**src/rtl/mux5_collector_if.sv**
```systemverilog
// Handshake bundle for the five-channel collector: producer-side valid/ready/data
// lanes plus the tagged single-stream consumer side.
interface mux5_collector_if #(
  parameter int DATA_W = 8,
  parameter int N_CH   = 5
);
  logic [N_CH-1:0]   in_valid;
  logic [N_CH-1:0]   in_ready;
  logic [DATA_W-1:0] in_data0;
  logic [DATA_W-1:0] in_data1;
  logic [DATA_W-1:0] in_data2;
  logic [DATA_W-1:0] in_data3;
  logic [DATA_W-1:0] in_data4;
  logic              out_valid;
  logic [DATA_W-1:0] out_data;
  logic [2:0]        out_sel;
  logic              out_ready;

  modport master (
    output in_valid, in_data0, in_data1, in_data2, in_data3, in_data4, out_ready,
    input  in_ready, out_valid, out_data, out_sel
  );

  modport slave (
    input  in_valid, in_data0, in_data1, in_data2, in_data3, in_data4, out_ready,
    output in_ready, out_valid, out_data, out_sel
  );
endinterface

```
**src/rtl/mux5_collector.sv**
```systemverilog
// Round-robin collector: merges N_CH producer channels into one registered,
// source-tagged output stream with a single-word holding stage.
module mux5_collector #(
  parameter int DATA_W = 8,
  parameter int N_CH   = 5
) (
  input  logic              clk,
  input  logic              reset_n,
  mux5_collector_if.slave   bus
);

  typedef enum logic {
    EMPTY,
    FULL
  } state_t;

  state_t            state;
  logic [2:0]        ptr;
  logic              loadEn;
  logic              grant;
  logic              grantFound;
  logic [2:0]        grantIdx;
  logic [3:0]        idx;
  logic [7:0]        validPad;
  logic [7:0]        readyVec;
  logic [DATA_W-1:0] dataArr [8];

  assign validPad = 8'(bus.in_valid);
  assign loadEn   = (state == EMPTY) || bus.out_ready;
  assign grant    = reset_n && loadEn && grantFound;
  assign readyVec = 8'b1 << grantIdx;
  assign bus.in_ready  = grant ? readyVec[N_CH-1:0] : '0;
  assign bus.out_valid = (state == FULL);

  always_comb begin
    dataArr    = '{default: '0};
    dataArr[0] = bus.in_data0;
    dataArr[1] = bus.in_data1;
    dataArr[2] = bus.in_data2;
    dataArr[3] = bus.in_data3;
    dataArr[4] = bus.in_data4;
  end

  // First requesting channel at or after ptr, wrapping at N_CH.
  always_comb begin
    grantFound = 1'b0;
    grantIdx   = '0;
    idx        = '0;
    for (int k = 0; k < N_CH; k++) begin
      idx = {1'b0, ptr} + 4'(k);
      if (idx >= 4'(N_CH)) idx = idx - 4'(N_CH);
      if (!grantFound && validPad[idx[2:0]]) begin
        grantFound = 1'b1;
        grantIdx   = idx[2:0];
      end
    end
  end

  // The pointer only moves on a grant, so idle cycles keep fairness order.
  always_ff @(posedge clk or negedge reset_n) begin
    if (!reset_n) begin
      state        <= EMPTY;
      ptr          <= '0;
      bus.out_data <= '0;
      bus.out_sel  <= '0;
    end else if (loadEn) begin
      if (grant) begin
        bus.out_data <= dataArr[grantIdx];
        bus.out_sel  <= grantIdx;
        ptr          <= (grantIdx == 3'(N_CH - 1)) ? 3'd0 : grantIdx + 3'd1;
        state        <= FULL;
      end else begin
        state <= EMPTY;
      end
    end
  end

endmodule

```
**src/flat_wrapper.sv**
```systemverilog
// flat-port wrapper written by rule: the top's interface ports become plain ports
module mux5_collector_flat 
#(
  parameter int DATA_W = 8,
  parameter int N_CH   = 5
)
  (clk, reset_n, bus_in_valid, bus_in_data0, bus_in_data1, bus_in_data2, bus_in_data3, bus_in_data4, bus_out_ready, bus_in_ready, bus_out_valid, bus_out_data, bus_out_sel);
  mux5_collector_if #(.DATA_W(DATA_W), .N_CH(N_CH)) bus_i ();
  input  logic clk;
  input  logic reset_n;
  input wire logic [$bits(bus_i.in_valid)-1:0] bus_in_valid;
  input wire logic [$bits(bus_i.in_data0)-1:0] bus_in_data0;
  input wire logic [$bits(bus_i.in_data1)-1:0] bus_in_data1;
  input wire logic [$bits(bus_i.in_data2)-1:0] bus_in_data2;
  input wire logic [$bits(bus_i.in_data3)-1:0] bus_in_data3;
  input wire logic [$bits(bus_i.in_data4)-1:0] bus_in_data4;
  input wire logic [$bits(bus_i.out_ready)-1:0] bus_out_ready;
  output wire logic [$bits(bus_i.in_ready)-1:0] bus_in_ready;
  output wire logic [$bits(bus_i.out_valid)-1:0] bus_out_valid;
  output wire logic [$bits(bus_i.out_data)-1:0] bus_out_data;
  output wire logic [$bits(bus_i.out_sel)-1:0] bus_out_sel;
  assign bus_i.in_valid = bus_in_valid;
  assign bus_i.in_data0 = bus_in_data0;
  assign bus_i.in_data1 = bus_in_data1;
  assign bus_i.in_data2 = bus_in_data2;
  assign bus_i.in_data3 = bus_in_data3;
  assign bus_i.in_data4 = bus_in_data4;
  assign bus_i.out_ready = bus_out_ready;
  assign bus_in_ready = bus_i.in_ready;
  assign bus_out_valid = bus_i.out_valid;
  assign bus_out_data = bus_i.out_data;
  assign bus_out_sel = bus_i.out_sel;
  mux5_collector #(.DATA_W(DATA_W), .N_CH(N_CH)) u_core (.clk(clk), .reset_n(reset_n), .bus(bus_i));
endmodule
```
**config.mk**
```make
export PLATFORM = sky130hd
export DESIGN_NAME = mux5_collector_flat
export DESIGN_NICKNAME = d
export VERILOG_FILES = /design/src/rtl/mux5_collector_if.sv /design/src/rtl/mux5_collector.sv /design/src/flat_wrapper.sv
export SDC_FILE = /design/constraint.sdc
export NUM_CORES = 1
export LEC_CHECK = 0
export BUFFER_PORTS_ARGS = -buffer_cell sky130_fd_sc_hd__buf_4
export CAP_MARGIN = 0
export CORE_AREA = 2 2 66 68
export DETAILED_ROUTE_END_ITERATION = 8
export DIE_AREA = 0 0 68 70
export GPL_ROUTABILITY_DRIVEN = 0
export PLACE_DENSITY = 0.81
export SYNTH_ARGS = -nofsm -noshare
export SYNTH_HDL_FRONTEND = slang
export SYNTH_SLANG_ARGS = --single-unit
```
**constraint.sdc**
```tcl
create_clock -name clk -period 4.7 [get_ports clk]
set_clock_uncertainty 0.05 [all_clocks]
set_input_delay 0.235 -clock clk [delete_from_list [all_inputs] [get_ports clk]]
set_output_delay 0.235 -clock clk [all_outputs]
set_load 0.01 [all_outputs]
```
# --- Word-level counts from Yosys, hierarchy flattened ---
# Index checks and enable logic that the tools add are counted.
word_totals:
  out_inout_bits: 17
  elab_cells: 72
  regBits: 15
  in_bits: 48
classes:
  n_shift: 1
  mux: 31
  n_addsub: 10
  n_reduce_logical: 12
  eq_ne: 1
  bitwise: 2
  n_lt_le_gt_ge: 11
ops:
  columns: ["op", "n"]
  rows:
  - ["two-way mux 3 bit", 11]
  - ["binary-select mux 8 bit (select 3 bit)", 1]
  - ["< comparator 3 x 4 -> 1 bit (second input constant)", 5]
  - ["greater-or-equal comparator 4 x 3 -> 1 bit (second input constant)", 4]
  - ["two-way mux 8 bit", 2]
  - ["binary-select mux 1 bit (select 3 bit)", 5]
  - ["subtractor 3 bit (second input constant)", 5]
  - ["two-way mux 1 bit", 11]
  - ["adder 3 x 2 -> 4 bit (second input constant)", 2]
  - ["logical AND 1 bit", 6]
  - ["two-way mux 5 bit", 1]
  - ["left shift 1 x 3 -> 5 bit (first input constant)", 1]
  - ["adder 3 x 1 -> 4 bit (second input constant)", 1]
  - ["adder 3 x 3 -> 4 bit (second input constant)", 1]
  - ["greater-or-equal comparator 4 bit (second input constant)", 1]
  - ["logical NOT 1 bit", 4]
  - ["NOT 3 -> 4 bit", 1]
  - ["adder 3 x 1 -> 3 bit (second input constant)", 1]
  - ["equality test 3 bit (second input constant)", 1]
  - ["greater-or-equal comparator 3 bit (second input constant)", 1]
  - ["AND reduction 2 bit", 1]
  - ["logical OR 1 bit", 1]
  - ["NOT 1 bit", 1]

# --- Longest topological paths before layout ---
depth:
  word_depth: 21
  mapped_depth: 16
  depth_no_buf: 14

# --- Worst setup path before layout ---
# Ideal clock, no wire load.
synth_timing:
  kind: "register -> register"
  start: "register u_core.ptr[1]"
  end: "register u_core.bus.out_data[3]"
  t_required_ns: 4.524
  t_arrival_ns: 3.514
  period_less_slack_ns: 3.690
  n_path_buf: 3
  setup_slack_ns: 1.010
  path_stages_with_launch: 15
  setup_ns: 0.126
  cell_sequence: "dfrtp_1 clkbuf_1 inv_1 ha_1 ha_1 buf_2 a221o_1 a211oi_4 nor2_1 o21a_1 o41ai_2 a2bb2oi_4 nor2b_2 buf_6 a221o_1"
synth_via:
  elab_chain_len: 21
  word_cells_on_any_way: 53
  classes_between: "add/sub (9); order compare (5); mux (28); bitwise (1); reduce/logical (10)"
synth_lines:
  columns: ["element", "line", "text"]
  rows:
  - ["from (decl)", "mux5_collector.sv:18", "logic [2:0] ptr;"]
  - ["from (signal assigned)", "mux5_collector.sv:70", "ptr <= (grantIdx == 3'(N_CH - 1)) ? 3'd0 : grantIdx + 3'd1;"]
  - ["branches (longest 21 deep; another with adder 3 x 1 -> 4 bit)", null, null]
  - ["to (signal assigned)", "mux5_collector.sv:68", "bus.out_data <= dataArr[grantIdx];"]
  - ["to (decl)", "mux5_collector_if.sv:26", "output in_ready, out_valid, out_data, out_sel"]
# Several ways; the timed one is not identified. The select of a mux whose other input is x is not followed.
# A chain may end at the register's enable or synchronous reset.

# --- Worst setup path in the final report ---
layout_timing:
  start: "register u_core.ptr[0]"
  end: "output port bus_in_ready[3]"
layout_via:
  elab_chain_len: 19
  word_cells_on_any_way: 50
  classes_between: "add/sub (9); order compare (5); shift (1); mux (26); reduce/logical (9)"
layout_lines:
  columns: ["element", "line", "text"]
  rows:
  - ["branches (longest 18 deep; another with adder 3 x 1 -> 4 bit)", null, null]
  - ["two-way mux 5 bit *", "mux5_collector.sv:32", "assign bus.in_ready = grant ? readyVec[N_CH-1:0] : '0;"]
  - ["to (decl)", "flat_wrapper.sv:18", "output wire logic [$bits(bus_i.in_ready)-1:0] bus_in_ready;"]
# Mark *: on every way between the ends. The select of a mux whose other input is x is not followed.

==> metrics.log <==
INFO  metric drt_pre_antenna_iters = 4
INFO  metric detail-route-antenna-nets = 0
INFO  metric tightestPinTransition = roughly 1000 ps
INFO  metric avgViaCountPerCell = a little over 6
INFO  metric number_of_flip_flops_and_latches_in_the_synthesized_netlist = 15
INFO  metric layoutNonFillerInstCount = about 330
INFO  metric yosysTopAreaCellShare = 0.187
INFO  metric proportion_of_synthesized_chip_area_in_sequential_cells = 0.187
INFO  metric clkSinkCount = 15
INFO  metric final_nets = 340
INFO  metric cap_violations = 0
INFO  metric pd_cells = 956 mW/mm^2
INFO  metric clk_pin_slew = 60 ps
INFO  metric synth.cells.most_frequent = sky130_fd_sc_hd__mux2i_1, sky130_fd_sc_hd__dfrtp_1, sky130_fd_sc_hd__nand2_1, sky130_fd_sc_hd__nor2_1, sky130_fd_sc_hd__inv_1
INFO  metric max_h_tree_level = 1
INFO  metric post_place_setup_slack = 677 ps
INFO  metric status = finished clean
INFO  metric finalSetupViolations = 0
INFO  metric synth_area = 0.00200 sq mm
INFO  metric cts-resized-gates = 0
INFO  metric synth.yosys.warnings = 0
INFO  metric most_repeated_cell_in_the_gate_level_netlist_after_synthesis = sky130_fd_sc_hd__mux2i_1
INFO  metric grtUsageTotal = 0.242
INFO  metric post-place-cells = about 330
INFO  metric number_of_buffers_on_the_longest_clock_path = 2
INFO  metric synth-async-reset-ratio = 1.00
INFO  metric cellLeakagePower = roughly 1.1 nW
INFO  metric drt-total-wl = ~5.5 mm
INFO  metric io_buffers = 64
INFO  metric fp.dieArea = 0.00476 sq mm
INFO  metric grt_pass1_vias = around 2,100
INFO  metric final.fill_count = between 300 and 400
INFO  metric crit_required = 4410 ps
INFO  metric synth_flop_cell = sky130_fd_sc_hd__dfrtp_1
INFO  metric antennaDiodeCount = 0
INFO  metric relSlewSlack = 0.328
INFO  metric min_path_type = in2reg
INFO  metric whs = 169 ps
INFO  metric layout-drive-gt1-share = 0.340
INFO  metric tritoncts = yes
INFO  metric setup-tns-final = 0 ps
INFO  metric hold_violation_total_from_the_final_report = 0
INFO  metric crit_type = reg2out
INFO  metric drv_slew = 0
INFO  metric per_instance_average_area_after_synthesis = 9.02 sq um
INFO  metric crit_path_start_kind = flip-flop
INFO  metric std_cell_rows = 24
INFO  metric netlist-cell-type-count = 68
INFO  metric boundaryPins = between 60 and 70
INFO  metric pin_count_of_the_biggest_net_entering_global_routing = 32
INFO  metric fmaxAchievable = approximately 230 MHz
INFO  metric period_minus_slack = ~4300 ps
INFO  metric core_region_area = between 0.004 and 0.005 sq mm
INFO  metric timing.final.ws_setup = ~440 ps
INFO  metric numCtsBuffers = 3
INFO  metric die_x = around 70 um
INFO  metric worstSkewPairLatency = approximately 250 ps
INFO  metric irDropWorstVdd = 0.000529 V
INFO  metric drt_drc = 0
INFO  metric synth_nets = ~280
INFO  metric flow.area_growth_from_synthesis = 26.5%
INFO  metric fin_crit_sh = 0.906
INFO  metric drt_iter0_markers = between 100 and 150
INFO  metric vias = slightly above 2,000
INFO  metric timing.critical_path.fanout_max = 31
INFO  metric die_y = around 70 um
INFO  metric initial_utilization = 0.483
INFO  metric synth_area_leaders = sky130_fd_sc_hd__dfrtp_1, sky130_fd_sc_hd__mux2i_1, sky130_fd_sc_hd__ha_1
INFO  metric place_hpwl = around 4.3 mm
INFO  metric cell_count_after_synthesis = 222
INFO  metric worstPathArrival = about 4000 ps
INFO  metric end_kind = primary output
INFO  metric netlist.top_cell.by_area = sky130_fd_sc_hd__dfrtp_1
INFO  metric grt_overflow = 0
INFO  metric unrepaired_setup_endpoints_after_global_routing = no
INFO  metric root_buffer = sky130_fd_sc_hd__clkbuf_8
INFO  metric initial_antenna_violation_count = 0
INFO  metric synth_edf_count = 0
INFO  metric wl_per_cell = 16.6 um
INFO  metric grt_first_pass_wirelength = between 9 and 10 mm
final cells by class:
cell class | instances | area, sq um | area share
tap | 52 | 65.1 | 0.0257
inverter | 9 | 33.8 | 0.0133
clock buffer | 4 | 45.0 | 0.0178
sequential | 15 | 375 | 0.148
timing repair buffer | 69 | 520 | 0.205
multi-input combinational | 185 | 1500 | 0.590
cells in the final DEF, fill, tap and decap left out, types with 2 or more instances in the layout:
cell type,synthesis,layout
sky130_fd_sc_hd__nand2_1,15,15
sky130_fd_sc_hd__and3_1,2,2
sky130_fd_sc_hd__nand4_1,2,2
sky130_fd_sc_hd__and2_1,2,2
sky130_fd_sc_hd__a221o_1,4,4
sky130_fd_sc_hd__nand3_1,6,6
sky130_fd_sc_hd__nor3_1,7,7
sky130_fd_sc_hd__mux2i_1,18,18
sky130_fd_sc_hd__a31oi_1,3,3
sky130_fd_sc_hd__o21ai_0,8,8
sky130_fd_sc_hd__mux2_2,5,5
sky130_fd_sc_hd__nand3b_1,2,2
sky130_fd_sc_hd__nor2_1,15,15
sky130_fd_sc_hd__a211oi_1,3,3
sky130_fd_sc_hd__o211ai_1,3,3
sky130_fd_sc_hd__a221oi_2,3,3
sky130_fd_sc_hd__a21oi_1,6,6
sky130_fd_sc_hd__a22o_1,2,2
sky130_fd_sc_hd__buf_4,0,68
sky130_fd_sc_hd__a221oi_1,5,5
sky130_fd_sc_hd__o22a_1,2,2
sky130_fd_sc_hd__a21o_1,5,5
sky130_fd_sc_hd__clkbuf_8,0,3
sky130_fd_sc_hd__inv_1,9,9
sky130_fd_sc_hd__ha_1,8,8
sky130_fd_sc_hd__o21bai_1,2,2
sky130_fd_sc_hd__nor2b_1,2,2
sky130_fd_sc_hd__dfrtp_1,15,15
sky130_fd_sc_hd__nor2b_2,2,2
sky130_fd_sc_hd__xnor2_1,3,3
sky130_fd_sc_hd__o22ai_1,8,8
sky130_fd_sc_hd__a21boi_0,2,2
sky130_fd_sc_hd__nand2b_1,7,7
cells by family (layout without fill, tap and decap cells):
kind of cell,count (synthesis),after routing,synth area share
compound gates,77,77,0.332
xor+xnor,4,4,0.0212
fa+ha+maj,9,9,0.0600
buf+inv,22,82,0.0662
flops,15,15,0.187
mux,25,25,0.139
simple gates,70,70,0.194
repair_timing:
item / CTS / global route
hold buffers: 1 / 0
setup buffers: 0 / 0
endpoints found under the hold margin: 15 / 0
final timing paths:
path | endpoint | slack (ps) | from | depth (start not counted)
max | bus_in_ready[3] | 440 | u_core.ptr[0]$_DFFE_PN0P_ | 11
min | u_core.bus.out_data[4]$_DFFE_PN0P_ | 170 | bus_in_data4[4] | 3
max reg2reg | u_core.bus.out_data[7]$_DFFE_PN0P_ | 680 | u_core.ptr[0]$_DFFE_PN0P_ | 10
min reg2reg | u_core.bus.out_sel[1]$_DFFE_PN0P_ | 430 | u_core.bus.out_sel[1]$_DFFE_PN0P_ | 2
max in group asynchronous | u_core.bus.out_data[7]$_DFFE_PN0P_ | 4090 | reset_n | 2
min in group asynchronous | u_core.bus.out_sel[0]$_DFFE_PN0P_ | 330 | reset_n | 2
stage by stage:
stage | utilization | instance area, sq um | total power, W
finish | 0.612 | 2530 | 0.00242
global route | 0.612 | 2530 | 0.00262
CTS | 0.612 | 2530 | 0.00242
detailed placement | 0.598 | 2480 | 0.00231
global placement | 0.598 | 2480 | 0.00228
floorplan | - | 2000 | 0.00192
worst max-delay path, stage by stage, from the launching register on:
cell and delay, ps:
sky130_fd_sc_hd__dfrtp_1 340, sky130_fd_sc_hd__buf_4 320, sky130_fd_sc_hd__ha_1 400, sky130_fd_sc_hd__nor2b_2 140, sky130_fd_sc_hd__o31ai_4 270, sky130_fd_sc_hd__o31a_2 240, sky130_fd_sc_hd__mux2i_1 450, sky130_fd_sc_hd__nor2_1 130
sky130_fd_sc_hd__o21ai_2 800, sky130_fd_sc_hd__nand2_1 300, sky130_fd_sc_hd__nor2_1 180, sky130_fd_sc_hd__buf_4 140
state kept, by name (all words and copies together), names as in the netlist:
name,count
u_core.bus.out_valid,1
u_core.bus.out_sel,3
u_core.bus.out_data,8
u_core.ptr,3
report_power, final:
group / switching, W / total (W) / internal, W
Combinational: 0.00114 / 0.00207 / 0.000933
Sequential: 0.0000417 / 0.000241 / 0.000199
Clock: 0.0000464 / 0.000107 / 0.0000601
Total: 0.00123 / 0.00242 / 0.00119
routing by layer:
metal  part of all wire  GRT usage  wire length [um]
met1               0.43      0.318              2370
met2               0.47      0.396              2630
met3              0.074     0.0354               411
met4              0.024     0.0844               134
met5                  0          0                 0
(Power assumes the default switching activity.)
